### src/rtl/mult_share_sched.sv
// mult_share_sched
//   Time-shares one signed fixed-point multiplier between N_REQ requesters.
//   A round-robin arbiter accepts at most one operand pair per cycle. The
//   pair goes through a two-stage pipeline (operand register, then result
//   register). The product is narrowed to WI_O.WF_O, saturated on overflow,
//   and tagged with the index of the requester that issued it.
//
// Ports
//   clk        system clock, all state on rising edge
//   rst        asynchronous active-high reset
//   en         grant enable; 0 stops new grants, in-flight ops still drain
//   req_valid  per-requester operand-pair valid
//   req_ready  one-hot grant, handshake on req_valid & req_ready
//   req_a      packed operand A, requester i at slice i (WI.WF signed)
//   req_b      packed operand B, requester i at slice i (WI.WF signed)
//   res_valid  single-cycle result pulse
//   res_id     requester index of the result
//   res_data   narrowed, saturated product (WI_O.WF_O signed)
//   res_ovf    saturation flag for this result
//   busy       an op is in stage 1 or stage 2
module mult_share_sched #(
  parameter int N_REQ = 4,
  parameter int ID_W  = 2,
  parameter int WI    = 3,
  parameter int WF    = 5,
  parameter int WI_O  = 3,
  parameter int WF_O  = 5
) (
  input  logic                          clk,
  input  logic                          rst,
  input  logic                          en,
  input  logic [N_REQ-1:0]              req_valid,
  output logic [N_REQ-1:0]              req_ready,
  input  logic [N_REQ*(WI+WF)-1:0]      req_a,
  input  logic [N_REQ*(WI+WF)-1:0]      req_b,
  output logic                          res_valid,
  output logic [ID_W-1:0]               res_id,
  output logic [WI_O+WF_O-1:0]          res_data,
  output logic                          res_ovf,
  output logic                          busy
);

  localparam int W   = WI + WF;          // operand width
  localparam int PW  = 2 * W;            // full product width
  localparam int OW  = WI_O + WF_O;      // result width
  // Fraction alignment: drop SH LSBs, or append PAD zero LSBs.
  localparam int SH  = (WF_O < 2 * WF) ? (2 * WF - WF_O) : 0;
  localparam int PAD = (WF_O > 2 * WF) ? (WF_O - 2 * WF) : 0;
  localparam int EW  = PW + PAD;         // aligned product width

  // ---------------------------------------------------------------------
  // Round-robin arbiter
  // ---------------------------------------------------------------------
  logic [ID_W-1:0]      ptr_q, ptr_d;
  logic [N_REQ-1:0]     grant;
  logic [ID_W-1:0]      gnt_idx;
  logic                 hs;
  logic signed [W-1:0]  a_sel, b_sel;

  // Two passes replace a modulo rotation: pass 0 scans indices >= ptr,
  // pass 1 wraps around to indices < ptr. First hit wins.
  always_comb begin
    grant   = '0;
    gnt_idx = '0;
    hs      = 1'b0;
    a_sel   = '0;
    b_sel   = '0;
    if (en && !rst) begin
      for (int unsigned pass = 0; pass < 2; pass++) begin
        for (int unsigned j = 0; j < N_REQ; j++) begin
          if (!hs && req_valid[j] && ((pass == 0) == (j >= 32'(ptr_q)))) begin
            hs       = 1'b1;
            grant[j] = 1'b1;
            gnt_idx  = ID_W'(j);
            a_sel    = req_a[j*W +: W];
            b_sel    = req_b[j*W +: W];
          end
        end
      end
    end
  end

  always_comb begin
    ptr_d = ptr_q;
    if (hs) begin
      if (gnt_idx == ID_W'(N_REQ - 1)) begin
        ptr_d = '0;
      end else begin
        ptr_d = gnt_idx + ID_W'(1);
      end
    end
  end

  // ---------------------------------------------------------------------
  // Stage 1 registers
  // ---------------------------------------------------------------------
  logic                 s1_valid_q;
  logic signed [W-1:0]  s1_a_q, s1_b_q;
  logic [ID_W-1:0]      s1_id_q;

  // ---------------------------------------------------------------------
  // Multiply and narrow (between stage 1 and stage 2)
  // ---------------------------------------------------------------------
  logic signed [PW-1:0] prod;
  logic signed [EW-1:0] prod_ext;
  logic signed [EW-1:0] scaled;
  logic signed [EW-1:0] hi;
  logic                 ovf;
  logic [OW-1:0]        sat;
  logic [OW-1:0]        narrow;

  always_comb begin
    prod     = PW'(s1_a_q) * PW'(s1_b_q);
    prod_ext = EW'(prod);
    // Arithmetic right shift truncates toward -inf.
    scaled   = (prod_ext <<< PAD) >>> SH;
    // In range iff every bit from the result sign upward matches.
    hi       = scaled >>> (OW - 1);
    ovf      = !((hi == '0) || (hi == '1));
    sat          = {OW{~scaled[EW-1]}};
    sat[OW-1]    = scaled[EW-1];
    narrow   = ovf ? sat : scaled[OW-1:0];
  end

  // ---------------------------------------------------------------------
  // Stage 2 / output registers
  // ---------------------------------------------------------------------
  logic                 res_valid_q;
  logic [OW-1:0]        res_data_q;
  logic                 res_ovf_q;
  logic [ID_W-1:0]      res_id_q;
  logic                 busy_q;

  always_ff @(posedge clk or posedge rst) begin
    if (rst) begin
      ptr_q       <= '0;
      s1_valid_q  <= 1'b0;
      s1_a_q      <= '0;
      s1_b_q      <= '0;
      s1_id_q     <= '0;
      res_valid_q <= 1'b0;
      res_data_q  <= '0;
      res_ovf_q   <= 1'b0;
      res_id_q    <= '0;
      busy_q      <= 1'b0;
    end else begin
      ptr_q      <= ptr_d;
      s1_valid_q <= hs;
      if (hs) begin
        s1_a_q  <= a_sel;
        s1_b_q  <= b_sel;
        s1_id_q <= gnt_idx;
      end
      res_valid_q <= s1_valid_q;
      // Result fields hold between pulses.
      if (s1_valid_q) begin
        res_data_q <= narrow;
        res_ovf_q  <= ovf;
        res_id_q   <= s1_id_q;
      end
      // Registered equivalent of s1_valid | s2_valid.
      busy_q <= hs | s1_valid_q;
    end
  end

  assign req_ready = grant;
  assign res_valid = res_valid_q;
  assign res_data  = res_data_q;
  assign res_ovf   = res_ovf_q;
  assign res_id    = res_id_q;
  assign busy      = busy_q;

endmodule

### config.mk
export PLATFORM = sky130hd
export DESIGN_NAME = mult_share_sched
export DESIGN_NICKNAME = d
export VERILOG_FILES = /design/src/rtl/mult_share_sched.sv
export SDC_FILE = /design/constraint.sdc
export NUM_CORES = 1
export LEC_CHECK = 0
export BUFFER_PORTS_ARGS = -buffer_cell sky130_fd_sc_hd__buf_2
export CORE_ASPECT_RATIO = 1.1
export CORE_MARGIN = 2
export CORE_UTILIZATION = 45
export CTS_BUF_LIST = sky130_fd_sc_hd__clkbuf_8
export DETAILED_ROUTE_END_ITERATION = 10
export PLACE_DENSITY = 0.66
export SKIP_LAST_GASP = 1
export SLEW_MARGIN = 20
export SYNTH_ARGS = -nofsm -noshare
export SYNTH_HDL_FRONTEND = slang
export SYNTH_SLANG_ARGS = --single-unit
### constraint.sdc
create_clock -name clk -period 6.75 [get_ports clk]
set_input_delay 0.3375 -clock clk [delete_from_list [all_inputs] [get_ports clk]]
set_output_delay 0.3375 -clock clk [all_outputs]
set_load 0.01 [all_outputs]
Yosys cells after proc, flatten, opt, wreduce, memory -nomap -nowiden
Index checks and enable logic that the tools add are counted.

Output and inout port bits: 17. Bits in registers: 34. Logic and storage cells: 91. Input bits: 71.

$add $sub $neg: 1. $lt $le $gt $ge: 3. Reductions and logical operators: 23. Eq/ne operators: 2. Multipliers: 1. Bitwise operators: 5. Muxes and demuxes: 46.

Operator list (number): $mux 8 (17); $mux 1 (21); $eq 16x16->1 const B (1); $logic_not 16->1 (1); $mul 8x8->16 (1); $mux 2 (7); $logic_and 1x1->1 (13); $logic_not 1->1 (8); $ge 1x2->1 const A (2); $mux 4 (1); $not 1->1 (4); $add 2x1->2 const B (1); $eq 2x2->1 const B (1); $ge 2x2->1 const A (1); $logic_or 1x1->1 (1); $or 1x1->1 (1).

Depth between registers and ports, before layout
Gate-level depths: netlist of run 1.

Word-level depth: 35. Mapped depth: 19. Gate-level depth less buffers: 17.

Worst setup path after synthesis of run 1
Ideal clock, no wire load.

Kind: register -> register. Start point: register s1_b_q[3]. End point: register res_ovf_q, in the netlist res_ovf. Data arrival time: 4790 ps. Period minus slack after synthesis: 4910 ps. Library setup time: 120 ps. Data required time: 6630 ps. Path slack: 1840 ps. Buffers on the path: 1. Cell stages (with the launch flop): 19. Cell sequence: dfrtp_1 clkbuf_1 and2_1 fa_1 inv_1 fa_1 inv_1 fa_1 inv_1 fa_1 inv_1 ha_1 and3_1 o21a_1 a221o_1 a211oi_2 nand3_2 or3_1 a31o_1.

Longest elaborated chain between the ends: 4. Elaborated cells on any way between the ends: 5. Classes of those cells: 1 x mul; 1 x eq/ne; 3 x reduce/logical.

Ends and longest elaborated chain: from (decl) (RTL line 98) `logic signed [W-1:0] s1_a_q, s1_b_q;`; from (signal assigned) (RTL line 151) `s1_b_q <= b_sel;`; $mul 8x8->16 * (RTL line 113) `prod = PW'(s1_a_q) * PW'(s1_b_q);`; $eq 16x16->1 or $logic_not 16->1 (tied branches) (RTL line 119) `ovf = !((hi == '0) || (hi == '1));`; $logic_or 1x1->1 * (RTL line 119); $logic_not 1->1 * (RTL line 119); to (signal assigned) (RTL line 158) `res_ovf_q <= ovf;`; to (decl) (RTL line 130) `logic res_ovf_q;`.

Every way passes the cells marked *; elsewhere a longest branch is shown, timed or not. A chain may end at the register's enable or synchronous reset.

Final worst setup path of run 1
Start point: register s1_b_q[2]. End point: register res_ovf_q, in the netlist res_ovf.

The elaborated chain is that of the path after synthesis.

==> reports/metrics.csv, run 1 <==
metric;value;unit
worst_pin_slew;0.8489;ns
cts_setup_buffers;0;
utilization;52.81;%
synth_top_area_cell;fa_1;
relSlewSlack;43.06;%
setup_viol;0;
clk_pin_slew;0.07;ns
cts_root_buf;clkbuf_8;
synth_nets;642;
max_freq;195.3;MHz
htree_levels;2;
yosysWarnings;0;
num-nets-final;719;
cp-end-kind;flop;
fp-row-count;37;
cp.arrival;5.30;ns
cts_resized;0;
grtUsageTotal;19.90;%
grt_overflow_total;0;
finalWorstSetupSlack;1.629;ns
crit_type;reg -> reg;
dr.pass1.iters;5;
r2r_start;s1_b_q[2]$_DFFE_PP0P_;
vias;3580;
io_buffers;87;
cts_num_sinks;34;
grt_pass1_wl;17.18;mm
num_antenna_cells;0;
synth_edf_count;0;
async_flop_share;100.0;%
fp.coreArea;9351;sq um
syn_area;4333;sq um
antenna_found_initial;0;
area_delta_synth_final;13.98;%
drive_above_1_share;18.69;%
period_needed;5.121;ns
synth_flop_cell;dfrtp_1;
pre_cts_slack;1.614;ns
drt_iter0_drc;175;
min_path_type;in -> async;
cts_max_path_buffers;2;
cts_tree;done;
ant_nets;0;
netlist_instances;490;
crit_fanout;9;
rsz0062_at_grt;false;
globalplace.congestion;0.8787;
wl_per_cell;13.94;um
netlist_top_cells_area;fa_1 25%, dfrtp_1 20%, ha_1 7.8%;
crit_path_start;s1_b_q[2]$_DFFE_PP0P_;
fp.dieH;106.9;um
totalWireLength;9.535;mm
syn_avg_cell_area;8.843;sq um
required;6.93;ns
ys_seq_area_share;19.64;%
start_util;46.33;%
drcViolationCount;0;
ios;88;
clock_latency;0.28;ns
clock_skew;0.003331;ns
grt_pass1_vias;3754;
drv_cap;0;
yosysUniqueCellTypes;51;
ys_ff_latch;34;
ctsHoldBuffers;0;
start_kind;flop;
grt_max_degree;37;
dieArea;10430;sq um
netlist.area_leader.share;24.95;%
via_per_inst;5.234;
tns;0;ns
cts_buffers;5;
final_hold_viol_count;0;
dp_hpwl;8.082;mm
fill_cells;903;
hold_ws;0.1353;ns
slew_violations;0;
fin_crit_sh;75.86;%
die_w;97.56;um
rr_worst_depth;17;
outcome;completed;
[worst max-delay path, stage by stage (launching register included)]
cell and delay (ns):
dfrtp_1 0.47, and2_1 0.22, fa_1 0.53, inv_1 0.05, fa_1 0.52, inv_1 0.05, fa_1 0.53, inv_1 0.05
fa_1 0.52, inv_1 0.04, ha_1 0.35, and3_1 0.19, o21a_1 0.13, a221o_1 0.34, a211oi_2 0.28, nand3_2 0.18
or3_1 0.34, a31o_1 0.21
[worst paths after layout]
check | to | slack [ns]
worst max-delay path | res_ovf$_DFFE_PP0P_ | 1.63
worst min-delay path | res_data[7]$_DFFE_PP0P_ | 0.14
worst max register to register | res_ovf$_DFFE_PP0P_ | 1.63
worst min register to register | res_data[7]$_DFFE_PP0P_ | 0.47
max in group asynchronous | s1_a_q[6]$_DFFE_PP0P_ | 6.30
min in group clk | s1_b_q[4]$_DFFE_PP0P_ | 0.30
[metrics by stage]
step	instances	cell area, sq um
6_report	684	4938
2_1_floorplan	490	4333
4_1_cts	684	4938
3_3_place_gp	677	4855
3_5_place_dp	677	4855
5_1_grt	684	4938
[cell usage after synthesis, types with 2 or more instances]
master    instances
a21o_1            4
a21oi_1          14
o21ai_0          11
nand2_1          42
o21a_1            5
dfrtp_1          34
inv_1            86
clkbuf_1         17
nor2_1           27
o22ai_1           4
nand3_1           4
or3_1             2
a31oi_1          17
o21ai_1           2
o221ai_1          4
nor3_1            6
o221a_2           2
and2b_1           4
and3_1            5
ha_1             27
nand2b_1         10
o211ai_1          3
and2_1           40
xnor2_1          12
mux2_2            3
a221oi_1          2
o31ai_1           2
nor2b_1          11
fa_1             54
a222oi_1         15
[placed cells by master, fill, tap and decap left out, types with 5 or more instances in the layout]
cell type,count
nand2b_1,10
inv_1,86
nand2_1,42
a222oi_1,15
fa_1,54
nor3_1,6
a21oi_1,14
ha_1,27
nor2b_1,11
buf_2,87
and3_1,5
a31oi_1,17
o21a_1,5
o21ai_0,11
and2_1,40
clkbuf_8,5
nor2_1,27
xnor2_1,12
dfrtp_1,34
[state kept, by name, summed over array words and instances (netlist names), 2 cells and up]
signal and count:
res_data 8, s1_a_q 8, s1_b_q 8, ptr_q 2
res_id 2, s1_id_q 2
[routing by layer]
metal / wire length (um) / share of wire (%) / GRT usage [%] / up-vias
li1: - / - / - / 1780
met1: 4243 / 44 / 26.42 / 1658
met2: 4614 / 48 / 34.58 / 128
met3: 516 / 5.4 / 2.542 / 14
met4: 161 / 1.7 / 5.357 / 0
met5: 0 / 0 / 0 / -
[kinds of logic after synthesis]
family,synth area share (%)
DFF,19.64
xor gates and xnor gates,2.628
and+or+nand+nor,19.00
muxes,0.7796
buffers and inverters,9.096
adders and majority gates,32.75
AOI/OAI and AO/OA,16.11
[cell type report]
class	instances	area (sq um)	share of cell area (%)
Clock inverter	2	15.01	0.3040
Clock buffer	5	68.82	1.393
Inverter	87	326.6	6.613
Tap cell	117	146.4	2.964
Timing Repair Buffer	88	442.9	8.969
Multi-Input combinational cell	351	3088	62.53
Sequential cell	34	850.8	17.23
Power of run 1 is left out: the tool's default activity adds up to more than one toggle a clock period on the data nets, which glitch-free logic cannot reach.
==> inputs of run 2 (changes only) <==
--- a/config.mk
+++ b/config.mk
@@ -11,7 +11,7 @@
 export CORE_UTILIZATION = 45
 export CTS_BUF_LIST = sky130_fd_sc_hd__clkbuf_8
 export DETAILED_ROUTE_END_ITERATION = 10
-export PLACE_DENSITY = 0.66
+export PLACE_DENSITY = 0.69
 export SKIP_LAST_GASP = 1
 export SLEW_MARGIN = 20
 export SYNTH_ARGS = -nofsm -noshare
==> constraint.sdc (replaced) <==
create_clock -name clk -period 4.43 [get_ports clk]
set_input_delay 0.2215 -clock clk [delete_from_list [all_inputs] [get_ports clk]]
set_output_delay 0.2215 -clock clk [all_outputs]
set_load 0.01 [all_outputs]
==> run 2 against run 1 <==
Against the previous run:
- the flow now finishes with violations (setup timing)
- worst setup slack lost 1.9 ns
- global-route usage grew 2.2 points
- non-clock buffer count grew 65
- critical path depth is the same
- critical path type unchanged
==> reports/metrics.csv, run 2 (synthesis gave the netlist of run 1 again) <==
metric;value;unit;change
stdcell_area;5733;sq um;+16%
layout_common_cells;87 x buf_2, 81 x inv_1, 62 x buf_4, 52 x fa_1, 39 x nand2_1;;
htree_levels;2;;unchanged
utilization;61.31;%;+8.5 points
area_delta_synth_final;32.31;%;
num-nets-final;784;;+9.0%
ios;88;;unchanged
fin_crit_sh;106.9;%;+31 points
grt_pass1_wl;18.95;mm;+10%
outcome;finished, violations left;;
hold_ws;0.01778;ns;-0.1175 ns
wl_per_cell;14.59;um;+4.7%
cts_num_sinks;34;;unchanged
fp.dieH;106.9;um;unchanged
ctsHoldBuffers;0;;unchanged
rrSetupSlack;-0.31;ns;-1.94 ns
io_buffers;87;;unchanged
required;4.62;ns;-2.31 ns
cts_max_path_buffers;2;;unchanged
rsz0062_at_grt;true;;
drcViolationCount;0;;unchanged
drt_iter0_drc;275;;+57%
clock_skew;0.007487;ns;+0.004156 ns
grtUsageTotal;22.10;%;+2.2 points
globalplace.congestion;0.8542;;-2.8%
worst_pin_slew;0.6134;ns;-0.2354 ns
drive_above_1_share;35.86;%;+17 points
dr.pass1.iters;7;;+2
setup_viol;9;;+9
r2r_start;s1_a_q[6]$_DFFE_PP0P_;;
num_antenna_cells;0;;unchanged
antenna_found_initial;0;;unchanged
fp.coreArea;9351;sq um;unchanged
relSlewSlack;59.10;%;+16 points
grt_overflow_total;0;;unchanged
dp_hpwl;8.418;mm;+4.2%
finalWorstSetupSlack;-0.3060;ns;-1.935 ns
min_path_type;in -> async;;
period_needed;4.736;ns;-0.3848 ns
cp-end-kind;flop;;
max_freq;211.1;MHz;+8.1%
fp-row-count;37;;unchanged
ant_nets;0;;unchanged
clk_pin_slew;0.07;ns;about the same
layout_commonest_cell;buf_2;;
dieArea;10430;sq um;unchanged
crit_path_start;s1_a_q[6]$_DFFE_PP0P_;;
crit_type;reg -> reg;;
grt_max_degree;37;;unchanged
cp.arrival;4.92;ns;-0.38 ns
cts_root_buf;clkbuf_8;;
clock_latency;0.29;ns;about the same
cts_buffers;5;;unchanged
via_per_inst;5.395;;+3.1%
drv_cap;0;;unchanged
start_kind;flop;;
start_util;46.33;%;unchanged
final_hold_viol_count;0;;unchanged
die_w;97.56;um;unchanged
violations;setup timing;;
grt_pass1_vias;4252;;+13%
post_dp_cell_area;5301;sq um;+9.2%
crit_fanout;4;;-5
vias;4046;;+13%
cts_tree;done;;
totalWireLength;10.94;mm;+15%
slew_violations;0;;unchanged
==> run 2: layer usage <==
layer | GRT usage (%) | vias to the layer above | part of all wire, %
li1 | - | 1919 | -
met3 | 2.542 | 23 | 4.3
met1 | 26.51 | 1977 | 41
met5 | 0 | - | 0
met4 | 8.234 | 0 | 2.2
met2 | 40.74 | 127 | 53
==> run 2: worst max-delay path, stage by stage, from the launching register on <==
cell      delay [ns]
dfrtp_2         0.41
buf_6           0.13
nand2_1         0.08
fa_2            0.57
inv_1           0.06
fa_1            0.46
fa_1            0.49
inv_1           0.05
fa_1            0.52
inv_2           0.05
ha_4            0.24
and3_4          0.18
o21a_1          0.13
a221o_1         0.33
a211oi_2        0.26
nand3_2         0.10
or3_1           0.37
a31o_1          0.21
==> run 2: final timing paths <==
check                                          end  cells past startpoint
max                            res_ovf$_DFFE_PP0P_                     17
min                        res_data[0]$_DFFE_PP0P_                      3
max reg2reg                    res_ovf$_DFFE_PP0P_                     17
min reg2reg                res_data[7]$_DFFE_PP0P_                      1
max in group asynchronous    s1_b_q[0]$_DFFE_PP0P_                      3
min in group clk             s1_a_q[2]$_DFFE_PP0P_                      3
==> run 2: what timing repair did <==
item / CTS / global route
setup endpoints to repair: 9 / 9
setup buffers: 14 / 3
pin swaps: 15 / 15
cloned: 0 / 0
gates resized for setup: 38 / 21
==> run 2: layout make-up <==
class	count	area, sq um
fillers	808	3618
multi-input cells	351	3336
repair buffers	153	945.9
flip-flops and latches	34	868.3
inverters	87	326.6
well taps	117	146.4
clock buffers	8	110.1
==> run 2: through the flow <==
stage                     setup TNS [ns]  instances  worst slack [ns]
after global routing              -3.298        750           -0.4648
after floorplan                  -0.2143        490           -0.1940
after CTS                         -1.697        747           -0.2826
after global placement            -2.756        725           -0.3417
final                             -1.937        750           -0.3060
after detailed placement          -3.050        725           -0.3747
Power of run 2 is left out for the same reason.
